### src/rtl/hb_decim_mc.sv
// hb_decim_mc: multi-channel halfband decimate-by-2 FIR.
// Every channel keeps its own NUM_TAPS-deep delay line and a phase bit. Every
// second accepted sample of a channel starts a serial multiply-accumulate over
// the symmetric tap pairs. The result is rounded half up, saturated and
// strobed out together with its channel tag. In bypass mode the accepted
// input is forwarded one cycle later and no decimation takes place.
//
// Ports:
//   clk          rising-edge clock
//   reset_n      synchronous active-low reset
//   bypass       1 = pass input straight through (sampled at accept)
//   x_in         input sample, signed DATA_W
//   x_in_ch      channel tag of x_in
//   x_in_valid   one-cycle input strobe
//   x_in_ready   high when a sample can be accepted this cycle
//   y_out        output sample, held between strobes
//   y_out_ch     channel tag of y_out
//   y_out_valid  one-cycle output strobe
//   overrun      sticky: a valid sample arrived while not ready
module hb_decim_mc #(
  parameter int DATA_W   = 16,
  parameter int NUM_TAPS = 11,
  parameter int COEF_W   = 18,
  // Packed unique non-center taps; slice j (LSB first) is h[2j], so slice 0
  // is the outermost tap. Default is {39322, -8192, 1638}.
  parameter logic [((NUM_TAPS+1)/4)*COEF_W-1:0] COEFS = {18'd39322, 18'h3E000, 18'd1638},
  parameter int NUM_CH   = 2,
  localparam int CH_W    = (NUM_CH > 1) ? $clog2(NUM_CH) : 1
) (
  input  logic                     clk,
  input  logic                     reset_n,
  input  logic                     bypass,
  input  logic signed [DATA_W-1:0] x_in,
  input  logic [CH_W-1:0]          x_in_ch,
  input  logic                     x_in_valid,
  output logic                     x_in_ready,
  output logic signed [DATA_W-1:0] y_out,
  output logic [CH_W-1:0]          y_out_ch,
  output logic                     y_out_valid,
  output logic                     overrun
);

  localparam int M     = (NUM_TAPS + 1) / 4;
  localparam int C     = (NUM_TAPS - 1) / 2;
  localparam int ACC_W = DATA_W + COEF_W + $clog2(M) + 2;
  localparam int MC_W  = (M > 1) ? $clog2(M) : 1;

  localparam logic [CH_W:0] NUM_CH_L = (CH_W+1)'(NUM_CH);
  localparam logic signed [ACC_W-1:0] RND   = {{(ACC_W-COEF_W+1){1'b0}}, 1'b1, {(COEF_W-2){1'b0}}};
  localparam logic signed [ACC_W-1:0] Y_MAX = {{(ACC_W-DATA_W+1){1'b0}}, {(DATA_W-1){1'b1}}};
  localparam logic signed [ACC_W-1:0] Y_MIN = {{(ACC_W-DATA_W+1){1'b1}}, {(DATA_W-1){1'b0}}};

  typedef enum logic [1:0] {IDLE, MAC, OUT} state_t;

  state_t                     state, state_nxt;
  logic                       run;
  logic signed [DATA_W-1:0]   line [NUM_CH][NUM_TAPS];
  logic [NUM_CH-1:0]          phase;
  logic [CH_W-1:0]            ch_q;
  logic [MC_W-1:0]            mac_cnt;
  logic signed [ACC_W-1:0]    acc;

  logic                       ch_ok, accept, start;
  logic signed [DATA_W-1:0]   tap_a, tap_b;
  logic signed [COEF_W-1:0]   coef;
  logic signed [DATA_W:0]     pre;
  logic signed [DATA_W+COEF_W:0] prod;
  logic signed [ACC_W-1:0]    center, acc_base, acc_sum, rnd_shift;
  logic signed [DATA_W-1:0]   y_sat;

  assign x_in_ready = run && (state == IDLE);
  assign ch_ok      = {1'b0, x_in_ch} < NUM_CH_L;
  assign accept     = x_in_valid && x_in_ready && ch_ok;
  assign start      = accept && !bypass && phase[x_in_ch];

  always_comb begin
    state_nxt = state;
    case (state)
      IDLE:    if (start) state_nxt = MAC;
      MAC:     if (mac_cnt == MC_W'(M-1)) state_nxt = OUT;
      OUT:     state_nxt = IDLE;
      default: state_nxt = IDLE;
    endcase
  end

  always_comb begin
    tap_a = '0;
    tap_b = '0;
    coef  = '0;
    for (int unsigned j = 0; j < M; j++) begin
      if (mac_cnt == MC_W'(j)) begin
        tap_a = line[ch_q][2*j];
        tap_b = line[ch_q][NUM_TAPS-1-2*j];
        coef  = COEFS[j*COEF_W +: COEF_W];
      end
    end
    pre    = {tap_a[DATA_W-1], tap_a} + {tap_b[DATA_W-1], tap_b};
    prod   = pre * coef;
    center = ACC_W'(line[ch_q][C]) <<< (COEF_W-2);
    // The center term is folded into the first MAC step instead of being
    // loaded at the accept edge; the delay line is stable by then.
    acc_base  = (mac_cnt == '0) ? center : acc;
    acc_sum   = acc_base + ACC_W'(prod);
    rnd_shift = (acc + RND) >>> (COEF_W-1);
    if (rnd_shift > Y_MAX)      y_sat = Y_MAX[DATA_W-1:0];
    else if (rnd_shift < Y_MIN) y_sat = Y_MIN[DATA_W-1:0];
    else                        y_sat = rnd_shift[DATA_W-1:0];
  end

  always_ff @(posedge clk) begin
    if (!reset_n) begin
      state       <= IDLE;
      run         <= 1'b0;
      phase       <= '0;
      ch_q        <= '0;
      mac_cnt     <= '0;
      acc         <= '0;
      y_out       <= '0;
      y_out_ch    <= '0;
      y_out_valid <= 1'b0;
      overrun     <= 1'b0;
      for (int unsigned c = 0; c < NUM_CH; c++)
        for (int unsigned k = 0; k < NUM_TAPS; k++)
          line[c][k] <= '0;
    end else begin
      run         <= 1'b1;
      state       <= state_nxt;
      y_out_valid <= 1'b0;
      if (x_in_valid && !x_in_ready && ch_ok) overrun <= 1'b1;
      if (accept) begin
        line[x_in_ch][0] <= x_in;
        for (int unsigned k = 1; k < NUM_TAPS; k++)
          line[x_in_ch][k] <= line[x_in_ch][k-1];
        phase[x_in_ch] <= ~phase[x_in_ch];
        if (bypass) begin
          y_out       <= x_in;
          y_out_ch    <= x_in_ch;
          y_out_valid <= 1'b1;
        end else if (phase[x_in_ch]) begin
          ch_q    <= x_in_ch;
          mac_cnt <= '0;
        end
      end
      case (state)
        MAC: begin
          acc     <= acc_sum;
          mac_cnt <= mac_cnt + 1'b1;
        end
        OUT: begin
          y_out       <= y_sat;
          y_out_ch    <= ch_q;
          y_out_valid <= 1'b1;
        end
        default: ;
      endcase
    end
  end

endmodule
### config.mk
export PLATFORM = sky130hd
export DESIGN_NAME = hb_decim_mc
export DESIGN_NICKNAME = d
export VERILOG_FILES = /design/src/rtl/hb_decim_mc.sv
export SDC_FILE = /design/constraint.sdc
export NUM_CORES = 1
export LEC_CHECK = 0
export ABC_CLOCK_PERIOD_IN_PS = 17200
export BUFFER_PORTS_ARGS = -buffer_cell sky130_fd_sc_hd__buf_2
export CAP_MARGIN = 20
export CELL_PAD_IN_SITES_DETAIL_PLACEMENT = 1
export CELL_PAD_IN_SITES_GLOBAL_PLACEMENT = 1
export CORE_MARGIN = 5
export CORE_UTILIZATION = 53
export CTS_CLUSTER_DIAMETER = 120
export CTS_CLUSTER_SIZE = 16
export DETAILED_ROUTE_END_ITERATION = 7
export GPL_TIMING_DRIVEN = 0
export PLACE_DENSITY = 0.79
export SLEW_MARGIN = 0
export SYNTH_ARGS = -nofsm -noshare
export SYNTH_HDL_FRONTEND = slang
export SYNTH_SLANG_ARGS = --single-unit
export TNS_END_PERCENT = 1
### constraint.sdc
create_clock -name clk -period 17.2 [get_ports clk]
set_input_delay 1.72 -clock clk [delete_from_list [all_inputs] [get_ports clk]]
set_output_delay 1.72 -clock clk [all_outputs]
set_load 0.02 [all_outputs]
==> results of run 1 <==
registers in the layout (all words and copies together) (netlist names), named ones only:
name	count
overrun	1
run	1
ch_q	1
mac_cnt	2
y_out	16
state	2
y_out_ch	1
phase	2
acc	37
line	352
y_out_valid	1
synthesized netlist by cell type, types with 14 or more instances:
| cell | count |
|---|---|
| o21a_1 | 17 |
| a211oi_1 | 42 |
| inv_1 | 375 |
| a21boi_0 | 19 |
| a21oi_1 | 85 |
| nor2b_1 | 19 |
| and3_1 | 26 |
| xnor2_1 | 39 |
| edfxtp_1 | 352 |
| nand3_1 | 22 |
| nand2_1 | 142 |
| fa_1 | 319 |
| a21o_1 | 172 |
| mux2i_1 | 92 |
| ha_1 | 133 |
| nor2_1 | 93 |
| dfxtp_1 | 65 |
| mux2_2 | 32 |
| o21ai_0 | 53 |
| and2_1 | 238 |
| nand2b_1 | 25 |
| xor2_1 | 20 |
| clkbuf_1 | 100 |
| o211ai_1 | 14 |
worst min path at each step:
stage | from | to | slack [ns] | depth (start not counted)
floorplan | acc[15]$_SDFFE_PN0P_ | acc[15]$_SDFFE_PN0P_ | 0.44 | 2
global placement | acc[3]$_SDFFE_PN0P_ | acc[3]$_SDFFE_PN0P_ | 0.45 | 2
detailed placement | overrun$_SDFFE_PN0P_ | overrun$_SDFFE_PN0P_ | 0.45 | 1
CTS | acc[3]$_SDFFE_PN0P_ | acc[3]$_SDFFE_PN0P_ | 0.48 | 2
global route | overrun$_SDFFE_PN0P_ | overrun$_SDFFE_PN0P_ | 0.50 | 1
finish | acc[3]$_SDFFE_PN0P_ | acc[3]$_SDFFE_PN0P_ | 0.47 | 2
area by class of cell:
type / instances / area [sq um]
Tap cell: 756 / 946
Timing Repair Buffer: 53 / 452
Clock buffer: 37 / 798
Fill cell: 5887 / 24000
Buffer: 116 / 448
Sequential cell: 417 / 11900
Clock inverter: 3 / 43.8
Multi-Input combinational cell: 1718 / 16300
Inverter: 375 / 1410
power by group:
group          switching, uW  internal, uW
clock network            360           326
registers               39.4          1150
logic                   2560          1570
logic make-up after synthesis:
kind of cell,count (synthesis)
AOI/OAI and AO/OA,458
xor gates and xnor gates,59
adders and majority gates,452
buffers and inverters,491
DFF,417
muxes,124
and+or+nand+nor,625
critical path, delay by kind of cell, from the launching register on:
| kind | cells | cell delay [ns] |
|---|---|---|
| mux | 1 | 0.17 |
| fa+ha+maj | 9 | 4.09 |
| compound gates | 13 | 4.43 |
| flops | 1 | 0.32 |
| buf+inv | 11 | 3.43 |
| simple gates | 3 | 0.44 |
metrics by stage:
| stage | power (uW) | util [%] | hold slack (ns) |
|---|---|---|---|
| 3_5_place_dp | 5260 | 55.9 | 0.452 |
| 2_1_floorplan | 4030 | - | 0.436 |
| 4_1_cts | 5980 | 57.4 | 0.479 |
| 3_3_place_gp | 5120 | 55.4 | 0.448 |
| 5_1_grt | 6500 | 57.4 | 0.500 |
| 6_report | 6010 | 57.4 | 0.475 |
metal layers:
layer  vias to the layer above  part of all wire (%)  global-route usage [%]
met3                       190                   5.9                    4.53
met2                       575                    48                    49.6
met5                         -                     0                       0
li1                       8934                     -                       -
met1                     10300                    40                    36.5
met4                         0                   5.6                    13.6
==> metrics.md, run 1 <==
| Metric | Value |
|---|---|
| FF+latch count, synth | 417 |
| Remaining global-route overflow | 0 |
| Maximum clock path buffer count | 3 |
| Synthesis warning total | 0 |
| WL per Instance | 25.2 um |
| Non-Filler Instances | 3475 |
| Die area | 61600 sq um |
| Synth Area in Compound Gates | 10.4% |
| Most common cell after layout, fill and taps aside | inv_1 |
| Peak VDD IR | 0.404 mV |
| R2r endpoint | acc[26]$_SDFFE_PN0P_ |
| Fin. Hold Viols | 0 |
| CTS tree | built |
| Ant diodes | 0 |
| Worst path slowest cell | buf_1 |
| Starting density of the core | 53.4% |
| Core Area | 56300 sq um |
| Vias | 20000 |
| All-Layer GR Usage | 29.0% |
| Final setup vio count | 0 |
| Synth Area in Simple Gates | 11.1% |
| Share of cells above drive strength 1 | 5.48% |
| 1st-iter DRT viols | 1337 |
| Biggest area consumer among synthesized cells | edfxtp_1 |
| Number of synthesized flops with an enable pin | 352 |
| H-tree levels | 1 |
| Crit end category | flip-flop |
| Top FF cell, synth | edfxtp_1 |
| CTS Sinks | 417 |
| Port bufs | 40 |
| Remaining antenna violation count | 0 |
| Crit share post-route | 75.5% |
| Die H | 248 um |
| Worst Tran Pin Value | 1.23 ns |
| Mean Syn Cell Area | 11.4 sq um |
| RSZ-0062 raised after global routing | no |
| Chip width | 248 um |
| Synth Area in XOR/XNOR | 1.72% |
| Dpl cells | 3434 |
| Core Rows | 87 |
| Sequential area share after synthesis | 39.5% |
| Max-cap violation count | 0 |
| Synthesized area | 30100 sq um |
| Setup CP Type | flip-flop to flip-flop |
| Startpoint types | flip-flop |
| Top post-synthesis cells by area | edfxtp_1, fa_1, ha_1 |
| Syn_nets | 3099 |
| GPL Wtd Cong | 0.906 |
| Vias in the first global route | 22800 |
| R2R depth | 37 |
| Post-synthesis cell count | 2626 |
| Initial antenna violation count | 1 |
| First-pass GRT wire length | 134000 um |
| Mux cell area share after synthesis | 4.26% |
| # hold bufs at CTS | 0 |
| Async S/R FF share, synth | 0% |
| Final Critical Period | 12.98 ns |
| PnR worst setup slack | 4.22 ns |
| Post_cts resized | 0 |
| Outcome | finished clean |
| CP dominant cell by count | fa_1 |
| Max Clock Freq | 77.1 MHz |
| Final nets | 3184 |
| Largest family of logic cells by synthesized area | adder cells |
| Arr. time, crit path | 13.52 ns |
| Fin area | 32300 sq um |
| Clock latency on the worst-skew pair | 0.64 ns |
| Area grow syn2layout | 7.53% |
| Residual DRC | 0 |
| DP HPWL | 69900 um |
| I/O pin total | 41 |
| Largest fanout on the critical path | 10 |
| Num CTS Buffers | 30 |
| Placed cell area | 31500 sq um |
| Post-synthesis adder-cell area fraction | 26.8% |
| Dpl ws | 4.55 ns |
| Max-slew headroom | 18.0% |
| Reg2reg setup slack | 4.22 ns |
| Type of the most critical hold path | flip-flop to flip-flop |
| Root Driver | clkbuf_16 |
| DR pass1 iterations | 7 |
| Pins over their slew limit | 0 |
| Yosys top cell area share | 35.2% |
| Post-DR vias/cell | 5.75 |
| Largest net degree at the start of global routing | 62 |
| Power density cells | 186 nW/um^2 |
| Total wire length | 87700 um |
| CP endpoint | acc[26]$_SDFFE_PN0P_ |
| Critical Path Max Stage Delay | 0.77 ns |
| Synth cell types | 70 |
| Worst Skew | 0.0367 ns |
| Clk slew on worst S/H paths | 0.09 ns |
| Lkg Pwr | 0.0150 uW |
| Req. time, crit path | 17.74 ns |
| Setup TNS | 0 ns |
| Most frequent cells in the layout | inv_1, edfxtp_1, fa_1, and2_1, a21o_1 |
| Postcts setup bufs | 0 |
(Power assumes the default switching activity.)
==> run 2: changes to the inputs <==
- ABC_AREA: default -> 1
- ABC_CLOCK_PERIOD_IN_PS: 17200 -> 11200
- CORE_UTILIZATION: 53 -> 46
- PLACE_DENSITY: 0.79 -> 0.75
- clock period: 17.2 -> 11.2 ns (I/O delays scaled with it)
==> metrics.md, run 2 <==
| Metric | Value |
|---|---|
| Final nets | 3836 (+20%) |
| DP HPWL | 82500 um (+18%) |
| Top FF cell, synth | edfxtp_1 |
| Dpl ws | 0.0376 ns (-4.52 ns) |
| Residual DRC | 0 (unchanged) |
| Core Area | 66900 sq um (+19%) |
| Number of synthesized flops with an enable pin | 352 (unchanged) |
| Synthesized area | 30900 sq um (+2.8%) |
| Top post-synthesis cells by count | inv_1, nor2_1, edfxtp_1 |
| Syn_nets | 3756 (+21%) |
| Max-cap violation count | 0 (unchanged) |
| Maximum clock path buffer count | 3 (unchanged) |
| Largest register FFs | 352 (unchanged) |
| Initial antenna violation count | 4 (+3) |
| PnR worst setup slack | 0.411 ns (-3.81 ns) |
| R2R Path Start | mac_cnt[0]$_SDFFE_PN0P_ |
| Area grow syn2layout | 7.60% (about the same) |
| FF+latch count, synth | 417 (unchanged) |
| Post-synthesis cell count | 3283 (+25%) |
| Req. time, crit path | 11.71 ns (-6.03 ns) |
| Mean Syn Cell Area | 9.41 sq um (-18%) |
| Fin. Hold Viols | 0 (unchanged) |
| RSZ-0062 raised after global routing | no |
| Most common cell after layout, fill and taps aside | inv_1 |
| Most frequent cells in the layout | inv_1, nor2_1, edfxtp_1, nand2_1, fa_1 |
| Die area | 72500 sq um (+18%) |
| Arr. time, crit path | 11.30 ns (-2.22 ns) |
| Die H | 269 um (+8.5%) |
| CP endpoint | acc[24]$_SDFFE_PN0P_ |
| Worst Setup SP | mac_cnt[0]$_SDFFE_PN0P_ |
| Final setup vio count | 0 (unchanged) |
| Count leader, synth | inv_1 |
| Clock latency on the worst-skew pair | 0.61 ns (-0.03 ns) |
| Largest fanout on the critical path | 10 (unchanged) |
| GPL Wtd Cong | 0.998 (+10%) |
| CP dominant cell by count | nand2_1 |
| Crit share post-route | 96.3% (+21 points) |
| All-Layer GR Usage | 27.2% (-1.8 points) |
| Final Critical Period | 10.79 ns (-2.19 ns) |
| Remaining global-route overflow | 0 (unchanged) |
| Total wire length | 100000 um (+14%) |
| Port bufs | 40 (unchanged) |
| Worst Tran Pin Value | 1.15 ns (-0.0779 ns) |
| First-pass GRT wire length | 153000 um (+15%) |
| Core Rows | 95 (+9.2%) |
| CTS Sinks | 417 (unchanged) |
| Fillers | 7623 (+29%) |
| Worst path slowest cell | a31oi_1 |
| Starting density of the core | 46.2% (-7.2 points) |
| 1st-iter DRT viols | 1871 (+40%) |
| WL per Instance | 23.6 um (-6.6%) |
| Startpoint types | flip-flop |
| Root Driver | clkbuf_16 |
| Pins over their slew limit | 0 (unchanged) |
| Sequential area share after synthesis | 38.4% (-1.1 points) |
| Biggest register | line |
| Largest regs | line (352), acc (37), y_out (16) |
| R2R depth | 39 (+5.4%) |
| Crit end category | flip-flop |
| Yosys top cell area share | 34.2% (-0.97 points) |
| Remaining antenna violation count | 0 (unchanged) |
| Max-slew headroom | 23.2% (+5.2 points) |
| Worst Skew | 0.0399 ns (+0.00321 ns) |
| Max Clock Freq | 92.7 MHz (+20%) |
| I/O pin total | 41 (unchanged) |
| Post-layout util | 49.7% (-7.7 points) |
| Synth cell types | 49 (-30%) |
| Share of cells above drive strength 1 | 6.58% (+1.1 points) |
| DR pass1 iterations | 5 (-2) |
| Postcts setup bufs | 0 (unchanged) |
| R2r endpoint | acc[24]$_SDFFE_PN0P_ |
| Setup CP Type | flip-flop to flip-flop |
| Clk slew on worst S/H paths | 0.08 ns (about the same) |
| Outcome | finished clean |
| Reg2reg setup slack | 0.41 ns (-3.81 ns) |
| Vias | 23400 (+17%) |
| Critical Path Max Stage Delay | 0.84 ns (+0.07 ns) |
| Largest net degree at the start of global routing | 65 (+4.8%) |
| Biggest area consumer among synthesized cells | edfxtp_1 |
| CTS tree | built |
| Type of the most critical hold path | flip-flop to flip-flop |
| Chip width | 269 um (+8.5%) |
| Post-DR vias/cell | 5.51 (-4.3%) |
| Synthesis warning total | 0 (unchanged) |
| Top post-synthesis cells by area | edfxtp_1, fa_1, inv_1 |
| H-tree levels | 1 (unchanged) |
| Vias in the first global route | 25400 (+11%) |
| Num CTS Buffers | 30 (unchanged) |
| Async S/R FF share, synth | 0% (unchanged) |
==> run 2: cell count changes in the layout (fill, tap and decap cells not counted), sizes merged, moves of 32 or more <==
cell	change
mux2	-32
o22ai	+87
a211oi	-42
inv	+422
o21ai	+117
nand3	+54
nand2	+210
and2	-239
a21oi	+77
a31o	+71
nor2	+288
mux2i	-92
a21o	-164
==> run 2: through the flow <==
stage	hold slack, ns	TNS, ns	instances	instance area [sq um]
floorplan	0.430	0	3283	30900
global placement	0.434	-1.84	4196	32200
detailed placement	0.442	0	4203	32400
CTS	0.459	0	4247	33200
global route	0.479	0	4248	33200
finish	0.457	0	4249	33300
==> run 2: kinds of logic (layout without fill, tap and decap cells) <==
group                    Yosys count  after routing  share of synthesized area [%]
AO/OA/AOI/OAI                    598            598                           11.6
other                              0              1                              0
flip-flops                       417            417                           38.4
AND/OR/NAND/NOR                  844            844                           11.2
XOR/XNOR                          47             47                           1.33
adder cells (fa/ha/maj)          452            452                           26.0
buffers and inverters            925           1017                           11.4
==> run 2: how the worst min path moves through the flow <==
stage / from / end / slack, ns / depth (start not counted)
after floorplan: acc[1]$_SDFFE_PN0P_ / acc[1]$_SDFFE_PN0P_ / 0.43 / 2
after global placement: y_out[8]$_SDFFE_PN0P_ / y_out[8]$_SDFFE_PN0P_ / 0.43 / 2
after detailed placement: y_out[5]$_SDFFE_PN0P_ / y_out[5]$_SDFFE_PN0P_ / 0.44 / 2
after CTS: y_out[5]$_SDFFE_PN0P_ / y_out[5]$_SDFFE_PN0P_ / 0.46 / 2
after global routing: y_out[5]$_SDFFE_PN0P_ / y_out[5]$_SDFFE_PN0P_ / 0.48 / 2
final: y_out[5]$_SDFFE_PN0P_ / y_out[5]$_SDFFE_PN0P_ / 0.46 / 2
==> run 2: worst max-delay path: cells and delay by family (launching register included) <==
| kind | cells | cell delay, ns |
|---|---|---|
| adders and majority gates | 9 | 4.41 |
| and+or+nand+nor | 13 | 1.92 |
| DFF | 1 | 0.32 |
| AOI/OAI and AO/OA | 9 | 2.84 |
| buffers and inverters | 8 | 1.20 |
==> run 2: per-layer routing <==
metal / global-route usage (%) / vias to the layer above / share of wire (%)
met5: 0 / - / 0.027
met4: 6.87 / 4 / 2.9
met3: 4.22 / 137 / 7.1
met2: 44.0 / 795 / 46
met1: 38.8 / 11900 / 44
li1: - / 10600 / -
==> run 2: layout make-up <==
type                       instances  area (sq um)  area share (%)
antenna                            1          2.50         0.00753
clock inverter                     2          18.8          0.0564
clock buffer                      42           817            2.46
tap                              873          1090            3.28
inverter                         798          3000            9.01
sequential                       417         11900            35.7
buffer                           127           531            1.60
timing repair buffer              48           388            1.17
multi-input combinational       1941         15500            46.7
==> run 2: what timing repair did <==
| action | in CTS | in global routing |
|---|---|---|
| hold buffers | 0 | 0 |
| setup endpoints to repair | 1 | 19 |
| gates resized for setup | 1 | 4 |
Power of run 2 is not shown: default switching activity piles up to over one toggle a cycle in this logic, so the estimate is an artifact.
